==> config.mk <==
export PLATFORM = sky130hd
export DESIGN_NAME = serial_add_ctrl
export DESIGN_NICKNAME = d
export VERILOG_FILES = /design/src/rtl/serial_add_pkg.sv /design/src/rtl/serial_add_ctrl_fa_cell.sv /design/src/rtl/serial_add_ctrl.sv
export SDC_FILE = /design/constraint.sdc
export NUM_CORES = 1
export LEC_CHECK = 0
export ABC_AREA = 1
export CELL_PAD_IN_SITES_DETAIL_PLACEMENT = 1
export CELL_PAD_IN_SITES_GLOBAL_PLACEMENT = 2
export CORE_MARGIN = 2
export CORE_UTILIZATION = 36
export CTS_CLUSTER_DIAMETER = 50
export DETAILED_ROUTE_END_ITERATION = 10
export DONT_BUFFER_PORTS = 1
export PLACE_DENSITY = 0.8
export REMOVE_ABC_BUFFERS = 1
export SLEW_MARGIN = 15
export SYNTH_ARGS = -nofsm -noshare
export SYNTH_HDL_FRONTEND = slang
export SYNTH_HIERARCHICAL = 1
export SYNTH_SLANG_ARGS = --single-unit
==> constraint.sdc <==
create_clock -name clk -period 1.8 [get_ports clk]
set_clock_uncertainty 0.15 [all_clocks]
set_input_delay 0.27 -clock clk [delete_from_list [all_inputs] [get_ports clk]]
set_output_delay 0.27 -clock clk [all_outputs]
set_load 0.02 [all_outputs]
==> src/rtl/serial_add_pkg.sv <==
// Shared definitions for the bit-serial add/subtract controller.
//   state_t : controller state encoding (IDLE, RUN, DONE)
//   clog2   : bit width needed to count 0..v-1 (minimum 1)
package serial_add_pkg;

    typedef enum logic [1:0] {
        IDLE = 2'd0,
        RUN  = 2'd1,
        DONE = 2'd2
    } state_t;

    function automatic int clog2(input int v);
        int r;
        r = 0;
        while ((1 << r) < v) begin
            r = r + 1;
        end
        return (r < 1) ? 1 : r;
    endfunction

endpackage

==> src/rtl/serial_add_ctrl_fa_cell.sv <==
// One-bit full adder built from two half-adder stages and an OR.
//   a, b  : operand bits
//   cin   : carry in
//   s     : sum bit
//   cout  : carry out
module fa_cell (
    input  logic a,
    input  logic b,
    input  logic cin,
    output logic s,
    output logic cout
);

    logic ha1_s;
    logic ha1_c;
    logic ha2_c;

    assign ha1_s = a ^ b;
    assign ha1_c = a & b;
    assign s     = ha1_s ^ cin;
    assign ha2_c = ha1_s & cin;
    assign cout  = ha1_c | ha2_c;

endmodule

==> src/rtl/serial_add_ctrl.sv <==
// Bit-serial add/subtract controller. Steps one full-adder cell across a
// WIDTH-bit operand pair, LSB first, one bit per clock.
//   clk, rst_n     : clock, asynchronous active-low reset
//   start, sub     : request and mode (0 = a+b, 1 = a-b), sampled when ready
//   a, b           : operands, sampled on the accepting edge
//   ready/busy/done: one-hot status decoded from the state register
//   sum, c_out, ovf: last result, final carry, two's-complement overflow
//
// state | meaning
// ------+-------------------------------------------------------------
// IDLE  | waiting for start; operands load on the accepting edge
// RUN   | one bit per edge through the adder cell, counter 0..WIDTH-1
// DONE  | one-cycle done pulse; result registers already updated
module serial_add_ctrl
    import serial_add_pkg::*;
#(
    parameter int WIDTH = 8
) (
    input  logic             clk,
    input  logic             rst_n,
    input  logic             start,
    input  logic             sub,
    input  logic [WIDTH-1:0] a,
    input  logic [WIDTH-1:0] b,
    output logic             ready,
    output logic             busy,
    output logic             done,
    output logic [WIDTH-1:0] sum,
    output logic             c_out,
    output logic             ovf
);

    localparam int CW = clog2(WIDTH);

    state_t           state_q;
    state_t           state_d;
    logic [WIDTH-1:0] a_q;
    logic [WIDTH-1:0] b_q;
    logic [WIDTH-1:0] r_q;
    logic [WIDTH-1:0] sum_q;
    logic             carry_q;
    logic             c_out_q;
    logic             ovf_q;
    logic [CW-1:0]    cnt_q;
    logic             fa_s;
    logic             fa_co;
    logic             last_bit;
    logic             c_msb;

    fa_cell u_fa (
        .a    (a_q[0]),
        .b    (b_q[0]),
        .cin  (carry_q),
        .s    (fa_s),
        .cout (fa_co)
    );

    assign last_bit = (cnt_q == CW'(WIDTH - 1));
    // On the final bit the carry register still holds the carry into the MSB.
    assign c_msb    = carry_q;

    always_comb begin
        state_d = state_q;
        case (state_q)
            IDLE:    if (start) state_d = RUN;
            RUN:     if (last_bit) state_d = DONE;
            DONE:    state_d = IDLE;
            default: state_d = IDLE;
        endcase
    end

    always_ff @(posedge clk or negedge rst_n) begin
        if (!rst_n) begin
            state_q <= IDLE;
        end else begin
            state_q <= state_d;
        end
    end

    always_ff @(posedge clk or negedge rst_n) begin
        if (!rst_n) begin
            a_q     <= '0;
            b_q     <= '0;
            r_q     <= '0;
            sum_q   <= '0;
            carry_q <= 1'b0;
            c_out_q <= 1'b0;
            ovf_q   <= 1'b0;
            cnt_q   <= '0;
        end else begin
            case (state_q)
                IDLE: begin
                    if (start) begin
                        // Subtraction as a + ~b + 1: invert B and seed the carry.
                        a_q     <= a;
                        b_q     <= sub ? ~b : b;
                        carry_q <= sub;
                        cnt_q   <= '0;
                    end
                end
                RUN: begin
                    a_q     <= a_q >> 1;
                    b_q     <= b_q >> 1;
                    r_q     <= {fa_s, r_q[WIDTH-1:1]};
                    carry_q <= fa_co;
                    cnt_q   <= cnt_q + CW'(1);
                    if (last_bit) begin
                        sum_q   <= {fa_s, r_q[WIDTH-1:1]};
                        c_out_q <= fa_co;
                        ovf_q   <= c_msb ^ fa_co;
                    end
                end
                default: ;
            endcase
        end
    end

    assign ready = (state_q == IDLE);
    assign busy  = (state_q == RUN);
    assign done  = (state_q == DONE);
    assign sum   = sum_q;
    assign c_out = c_out_q;
    assign ovf   = ovf_q;

endmodule

Yosys cells after proc, flatten, opt, wreduce, memory -nomap -nowiden
Cells that the tools add are included.
{"block": "totals", "reg_bits": 40, "inputBits": 20, "out_inout_bits": 13, "elab_cells": 39}
{"block": "classes", "add_sub_neg": 1, "eq_ne": 5, "mux": 12, "bitwise": 7, "reduce_logical": 5}
{"op": "case mux 8 bit (2 select lines)", "count": 2}
{"op": "2-to-1 mux 8 bit", "count": 3}
{"op": "inverter 8 bit", "count": 1}
{"op": "case mux 3 bit (2 select lines)", "count": 1}
{"op": "AND reduction 2 bit", "count": 3}
{"op": "2-to-1 mux 2 bit", "count": 2}
{"op": "case mux 2 bit (2 select lines)", "count": 1}
{"op": "adder 3 x 1 -> 3 bit (second input constant)", "count": 1}
{"op": "equality test 3 bit (second input constant)", "count": 1}
{"op": "2-to-1 mux 3 bit", "count": 1}
{"op": "XOR 1 bit", "count": 3}
{"op": "AND 1 bit", "count": 2}
{"op": "equality test 2 x 1 -> 1 bit (second input constant)", "count": 1}
{"op": "equality test 2 bit (second input constant)", "count": 1}
{"op": "zero test 2 bit", "count": 1}
{"op": "!= test 2 x 1 -> 1 bit (second input constant)", "count": 1}
{"op": "!= test 2 bit (second input constant)", "count": 1}
{"op": "case mux 1 bit (2 select lines)", "count": 1}
{"op": "nonzero test 2 bit", "count": 1}
{"op": "2-to-1 mux 1 bit", "count": 1}
{"op": "OR 1 bit", "count": 1}

Longest topological paths before layout
Gate-level depths: netlist of run 1.
{"block": "logic_depth", "ltp_word": 4, "ltp_mapped": 6, "depth_no_buf": 6}

Modules after synthesis
The synthesis of run 1 kept the hierarchy.
{"module": "serial_add_ctrl", "n_inst": 1, "cells_per_inst": 212, "area_per_inst_um2": 1794.2, "seq_area_each_um2": 975.9}
{"module": "fa_cell", "n_inst": 1, "cells_per_inst": 1, "area_per_inst_um2": 20.0, "seq_area_each_um2": 0.0}

Worst setup path after synthesis of run 1
Ideal clock, no wire load.
{"block": "synth_timing", "path_type": "reg-to-reg", "start": "reg state_q[0]", "end": "reg a_q[0]", "setup_ns": 0.071, "arrival_time_ns": 1.178, "t_required_ns": 1.579, "path_slack_ns": 0.401, "path_stages_with_launch": 4, "n_path_buf": 0, "synth_period_minus_slack_ns": 1.399, "path_cell_list": "dfrtp_1 -> nor2_1 -> nand3_1 -> nand3_1"}
{"block": "synth_between", "elab_chain_len": 3, "word_cells_on_any_way": 6, "classes_between": "2 x eq/ne; 1 x mux; 3 x reduce/logical"}
{"element": "from (decl)", "line": "serial_add_ctrl.sv:35", "text": "state_t state_q;"}
{"element": "from (signal assigned)", "line": "serial_add_ctrl.sv:76", "text": "state_q <= state_d;"}
{"element": "zero test 2 bit *"}
{"element": "named net ready", "line": "serial_add_ctrl.sv:25", "text": "output logic ready,"}
{"element": "!= test 2 bit (no line) / nonzero test 2 bit (equally long branches)"}
{"element": "AND reduction 2 bit (no line)"}
{"element": "to (signal assigned)", "line": "serial_add_ctrl.sv:102", "text": "a_q <= a_q >> 1;"}
{"element": "to (decl)", "line": "serial_add_ctrl.sv:37", "text": "logic [WIDTH-1:0] a_q;"}
Mark *: on every way through the listed nets, which the timed path passes. The rest lies on a longest branch.
A chain may end at the register's enable or synchronous reset.

Worst setup path in the final report of run 1
{"block": "layout_timing", "start": "reg state_q[0]", "end": "reg a_q[3]"}
{"block": "layout_between", "elab_chain_len": 3, "word_cells_on_any_way": 6, "classes_between": "2 x eq/ne; 1 x mux; 3 x reduce/logical"}
{"element": "equality test 2 x 1 -> 1 bit / zero test 2 bit (equally long branches)", "line": "serial_add_ctrl.sv:91", "text": "case (state_q)"}
{"element": "nonzero test 2 bit (no line) / != test 2 bit (equally long branches)"}
{"element": "AND reduction 2 bit (no line)"}
Parallel ways exist; a longest one is shown, timed or not.

==> results of run 1 <==
cells by family after synthesis:
kind of cell	Yosys count	share of synthesized area
simple gates	125	0.299
flops	39	0.538
buf+inv	28	0.0690
compound gates	16	0.0593
fa+ha+maj	3	0.0248
xor+xnor	2	0.00966
power groups by stage:
stage               combinational (mW)  clock, mW  sequential [mW]
finish                            1.09      0.555             1.59
global route                      1.27      0.613             1.63
CTS                               1.07      0.577             1.59
detailed placement                1.03          0             1.60
global placement                 0.972          0             1.58
floorplan                        0.775          0             1.53
worst max-delay path by stage:
stage	end	cells after the start	slack, ps
after floorplan	c_out$_DFFE_PN0P_	6	350
after global placement	c_out$_DFFE_PN0P_	6	310
after detailed placement	sum[0]$_DFFE_PN0P_	6	240
after CTS	busy	3	40
after global routing	a_q[3]$_DFFE_PN0P_	5	3
final	a_q[3]$_DFFE_PN0P_	5	60
metal layers:
layer | GRT usage | wire length, um | share of wire
met1 | 0.170 | 1610 | 0.41
met2 | 0.297 | 2060 | 0.52
met3 | 0.0482 | 238 | 0.060
met4 | 0.0575 | 51 | 0.013
met5 | 0 | 0 | 0
per-stage QoR:
| stage | setup slack, ps | util | hold WS, ps |
|---|---|---|---|
| 2_1_floorplan | 345 | - | -176 |
| 3_3_place_gp | 311 | 0.390 | -175 |
| 3_5_place_dp | 241 | 0.390 | -175 |
| 4_1_cts | 39.5 | 0.426 | 1.11 |
| 5_1_grt | 2.77 | 0.430 | 0.605 |
| 6_report | 64.0 | 0.430 | 6.60 |
registers in the layout, indices dropped and copies added, names as in the netlist:
register,cells
a_q,8
b_q,8
c_msb,1
c_out,1
cnt_q,3
ovf,1
r_q,7
state_q,2
sum,8
worst max-delay path: stages, from the launching register on:
cell           delay (ps)
dfrtp_1               430
nor2_1                180
buf_6                 180
nand3_1                80
dlygate4sd3_1         570
nand3_1                80
cell type report:
cell class,count,area [um2],share of cell area
clock buffers,7,76.3,0.0371
clock inverters,1,5.00,0.00243
inverters,19,71.3,0.0347
multi-input cells,146,713,0.347
flip-flops and latches,39,977,0.475
well taps,67,83.8,0.0407
repair buffers,13,131,0.0638
layout by cell type, fill, tap and decap left out:
cell type      instances
ha_1                   2
nand3_1               43
o22ai_1                1
nand2_2                1
clkbuf_8               5
inv_1                 18
xor2_1                 2
nand2_4                1
buf_4                  4
clkbuf_1               2
fa_1                   1
nor2_1                 2
buf_6                  1
dfrtp_2                1
o21ai_2                7
buf_12                 1
nor2_4                 1
o21ai_0                8
nand2_1               76
dfrtp_1               38
inv_2                  1
nor2_2                 1
dlygate4sd3_1          7
clkinv_2               1
repair_timing:
action	4_1_cts	5_1_grt
hold endpoints to repair	43	0
endpoints found under the setup margin	0	2
hold buffers	8	0
resized for setup	0	2
buffers inserted	0	2
==> metrics, run 1 <==
Max-Cap Viols 0; part of the cycle the worst path needs 0.964; clk slew on worst S/H paths 70 ps; worst setup path start state_q[0]$_DFFE_PN0P_; most common cell in the netlist nand2_1; largest net degree at the start of global routing 40; sw frac 0.407; critical path class flip-flop to flip-flop; GR Util All Layers 0.160; Yosys reg bits 39; Detailed Place HPWL 2.78 mm; Setup crit end kind flip-flop; DRT antenna net count 0; Synth area leaders dfrtp_1, nand2_1, nand3_1; leakage power between 1 and 1.5 nW; status completed; first-pass GRT wire length between 6 and 7 mm; Min-Delay Endpoint a_q[4]$_DFFE_PN0P_; peak supply drop 0.000727 V; worst reg-to-reg setup slack 60 ps; share of cells above drive strength 1 0.111; gate count after technology mapping 213; power consumption ~3.2 mW; cell internal pwr 1.91 mW; worst-path fanout max 9; Bufs on Longest Clock Path 2; core area 0.00479 mm2; Inserted Diodes 0; Layout Cells excl Fill 292; H-tree Lvls 2; routed vias/inst between 4 and 5; library cells used by synthesis 19; Initial DRT Pass Iterations 4; Die H 75.0 um; I/O Buffers 0; placed inst area ~0.0019 mm2; DR WL/cell ~14 um; fin crit period 1740 ps; Post-synth top cells nand2_1, nand3_1, dfrtp_1, inv_1, o21ai_0; Yosys top cell area share 0.538; Final Setup Violations 0; RSZ-0062 raised after global routing no; die width roughly 75 um; CTS root buffer clkbuf_8; top_reg_cell synth dfrtp_1; Initial Util 0.379; FFs w/ async S/R, synth 1.00; Worst Hold Class primary input to flip-flop; Critical Path RT 1870 ps; total negative slack 0 ps; placed cell count 274; number of remaining DRC errors 0; IO Count 33; CTS sink cnt 39; initial DRC count 90; RR Startpoint state_q[0]$_DFFE_PN0P_; routability cong. 0.687; Hold Crit Depth 2; Rel. slew slack 0.592; die area between 0.005 and 0.006 mm2; post-synthesis sequential area ratio 0.538; initial antenna violation count 0; Worst Path Arrival 1810 ps; Overflow after GRT 0; fillers between 500 and 600; Layout area overhead 13.4%; Slew Limit Fails 0; FMAX 576 MHz; Rows 25; Worst-Skew Late Latency 280 ps; Routed WL 3.96 mm; Slew @ Worst Pin 610 ps; Post-synth EDFFs 0; Critical R2R Capture a_q[3]$_DFFE_PN0P_; final instance area 0.00206 mm2; min-delay src a[4]; via count 1432; post-synth design cell area approximately 0.0018 mm2; CTS tree yes; vias in the first global route 1526; Avg Inst Size Synth 8.52 um2; CP Launch Type flip-flop; R2R depth 5; Flop pwr share 0.491; endpoints failing hold 0; Logic pwr share 0.337; synth warn 6; CTS Buf Count 5; Net Sw Power 1.32 mW; post-synth top area cell dfrtp_1; PwrDens 1570 mW/mm2; clock power share 0.172; nets@finish 247
Power figures use the tool's default switching activity.
==> run 2, diff against run 1 <==
--- a/config.mk
+++ b/config.mk
@@ -8,12 +8,13 @@
 export ABC_AREA = 1
 export CELL_PAD_IN_SITES_DETAIL_PLACEMENT = 1
 export CELL_PAD_IN_SITES_GLOBAL_PLACEMENT = 2
+export CORE_ASPECT_RATIO = 0.5
 export CORE_MARGIN = 2
-export CORE_UTILIZATION = 36
+export CORE_UTILIZATION = 39
 export CTS_CLUSTER_DIAMETER = 50
 export DETAILED_ROUTE_END_ITERATION = 10
 export DONT_BUFFER_PORTS = 1
-export PLACE_DENSITY = 0.8
+export PLACE_DENSITY = 0.86
 export REMOVE_ABC_BUFFERS = 1
 export SLEW_MARGIN = 15
 export SYNTH_ARGS = -nofsm -noshare
==> constraint.sdc (replaced) <==
create_clock -name clk -period 2.05 [get_ports clk]
set_clock_uncertainty 0.15 [all_clocks]
set_input_delay 0.3075 -clock clk [delete_from_list [all_inputs] [get_ports clk]]
set_output_delay 0.3075 -clock clk [all_outputs]
set_load 0.02 [all_outputs]
==> metrics, run 2 (same netlist as run 1, synthesis figures left out) <==
CTS root buffer clkbuf_8; CTS tree yes; Final Setup Violations 0; endpoints failing hold 0; DRT antenna net count 0; H-tree Lvls 2; CTS Buf Count 5; placed inst area ~0.0019 mm2; I/O Buffers 0; fin crit period approximately 1600 ps; CTS resizes 0; Die H 52.2 um; clk slew on worst S/H paths 70 ps; peak supply drop 0.000348 V; Layout area overhead 9.93%; status completed; Detailed Place HPWL 2.52 mm; core area ~0.0044 mm2; total negative slack 0 ps; postcts setup bufs 0; die width 100 um; routed vias/inst 5.01; initial DRC count 78; most common cell after layout, fill and taps aside nand2_1; final core occ 0.449; routability cong. slightly above 0.7; part of the cycle the worst path needs 0.786; number of remaining DRC errors 0; nets@finish 240; GR Util All Layers 0.161; length of routed wiring on met1 1.83 mm; share of cells above drive strength 1 0.106; Setup crit end kind primary output; PwrDens 1420 mW/mm2; Initial Util 0.408; Rows 17; fillers 540; via count 1377; Overflow after GRT 0; CP Launch Type flip-flop; first-pass GRT wire length 6.35 mm; IO Count 33; wire length on met3 209 um; initial antenna violation count 0; Routed WL between 3 and 4 mm; Worst-Skew Late Latency around 280 ps; Critical Path RT 1590 ps; leakage power slightly above 1 nW; commonest cells after routing, fill and taps aside nand2_1, nand3_1, dfrtp_1, inv_1, o21ai_0; FMAX 621 MHz; Slew @ Worst Pin 599 ps; die area approximately 0.0052 mm2; top layer in use met4; Inserted Diodes 0; Slew Limit Fails 0; vias in the first global route around 1400; worst reg-to-reg setup slack 520 ps; worst-path fanout max 18; RSZ-0062 raised after global routing no; largest net degree at the start of global routing 40; Bufs on Longest Clock Path 2; Max-Cap Viols 0; Worst Hold Class primary input to flip-flop; critical path class flip-flop to primary output; Rel. slew slack 0.599; Worst Path Arrival 1150 ps; Initial DRT Pass Iterations 5; final instance area 0.00199 mm2; DR WL/cell 13.5 um; met2 wire length 1.63 mm; CTS sink cnt 39
run 2: cell count changes in the layout (fill, tap and decap cells not counted), sizes merged:
cell,previous run,this run
buf,6,4
clkbuf,7,8
clkinv,1,0
dlygate4sd3,7,2
run 2: final timing paths:
kind / start / cells past startpoint / endpoint
setup reg to reg: cnt_q[0]$_DFFE_PN0P_ / 6 / c_out$_DFFE_PN0P_
min in group asynchronous: rst_n / 2 / b_q[3]$_DFFE_PN0P_
setup / recovery: state_q[0]$_DFFE_PN0P_ / 3 / busy
hold / removal: a[2] / 2 / a_q[2]$_DFFE_PN0P_
hold reg to reg: r_q[2]$_DFFE_PN0P_ / 2 / r_q[2]$_DFFE_PN0P_
max in group asynchronous: rst_n / 2 / sum[7]$_DFFE_PN0P_
run 2: per-stage QoR:
step | setup WS [ps] | hold WS [ps] | power, mW | std cells
finish | 439 | 42.5 | 2.84 | 275
detailed placement | 509 | -138 | 2.29 | 264
CTS | 411 | 37.3 | 2.88 | 275
floorplan | 595 | -138 | 2.02 | 204
global route | 349 | 49.1 | 3.08 | 275
global placement | 545 | -137 | 2.26 | 264
run 2: layout make-up:
cell class                      count  area, um2  share of cell area
Inverter                           19       71.3              0.0358
Clock buffer                        8        100              0.0502
Timing Repair Buffer                6       62.6              0.0314
Multi-Input combinational cell    146        713               0.358
Tap cell                           57       71.3              0.0358
Sequential cell                    39        976               0.489
run 2: timing repair:
action,in CTS,in global routing
hold endpoints to repair,40,0
setup endpoints to repair,0,0
hold buffers,3,0
run 2: layer usage:
layer,vias up,GRT usage
met5,-,0
met4,0,0.0616
met3,2,0.0453
met2,34,0.268
met1,656,0.201
li1,685,-
run 2: report_power, final:
group / internal (mW) / leakage (nW) / switching [mW]
registers: 1.08 / 0.503 / 0.300
logic: 0.313 / 0.481 / 0.579
clock network: 0.307 / 0.0515 / 0.255
run 2: critical path: stages (launching register included):
cell and delay [ps]:
dfrtp_1 410, inv_2 70, nor2_4 110, buf_4 270
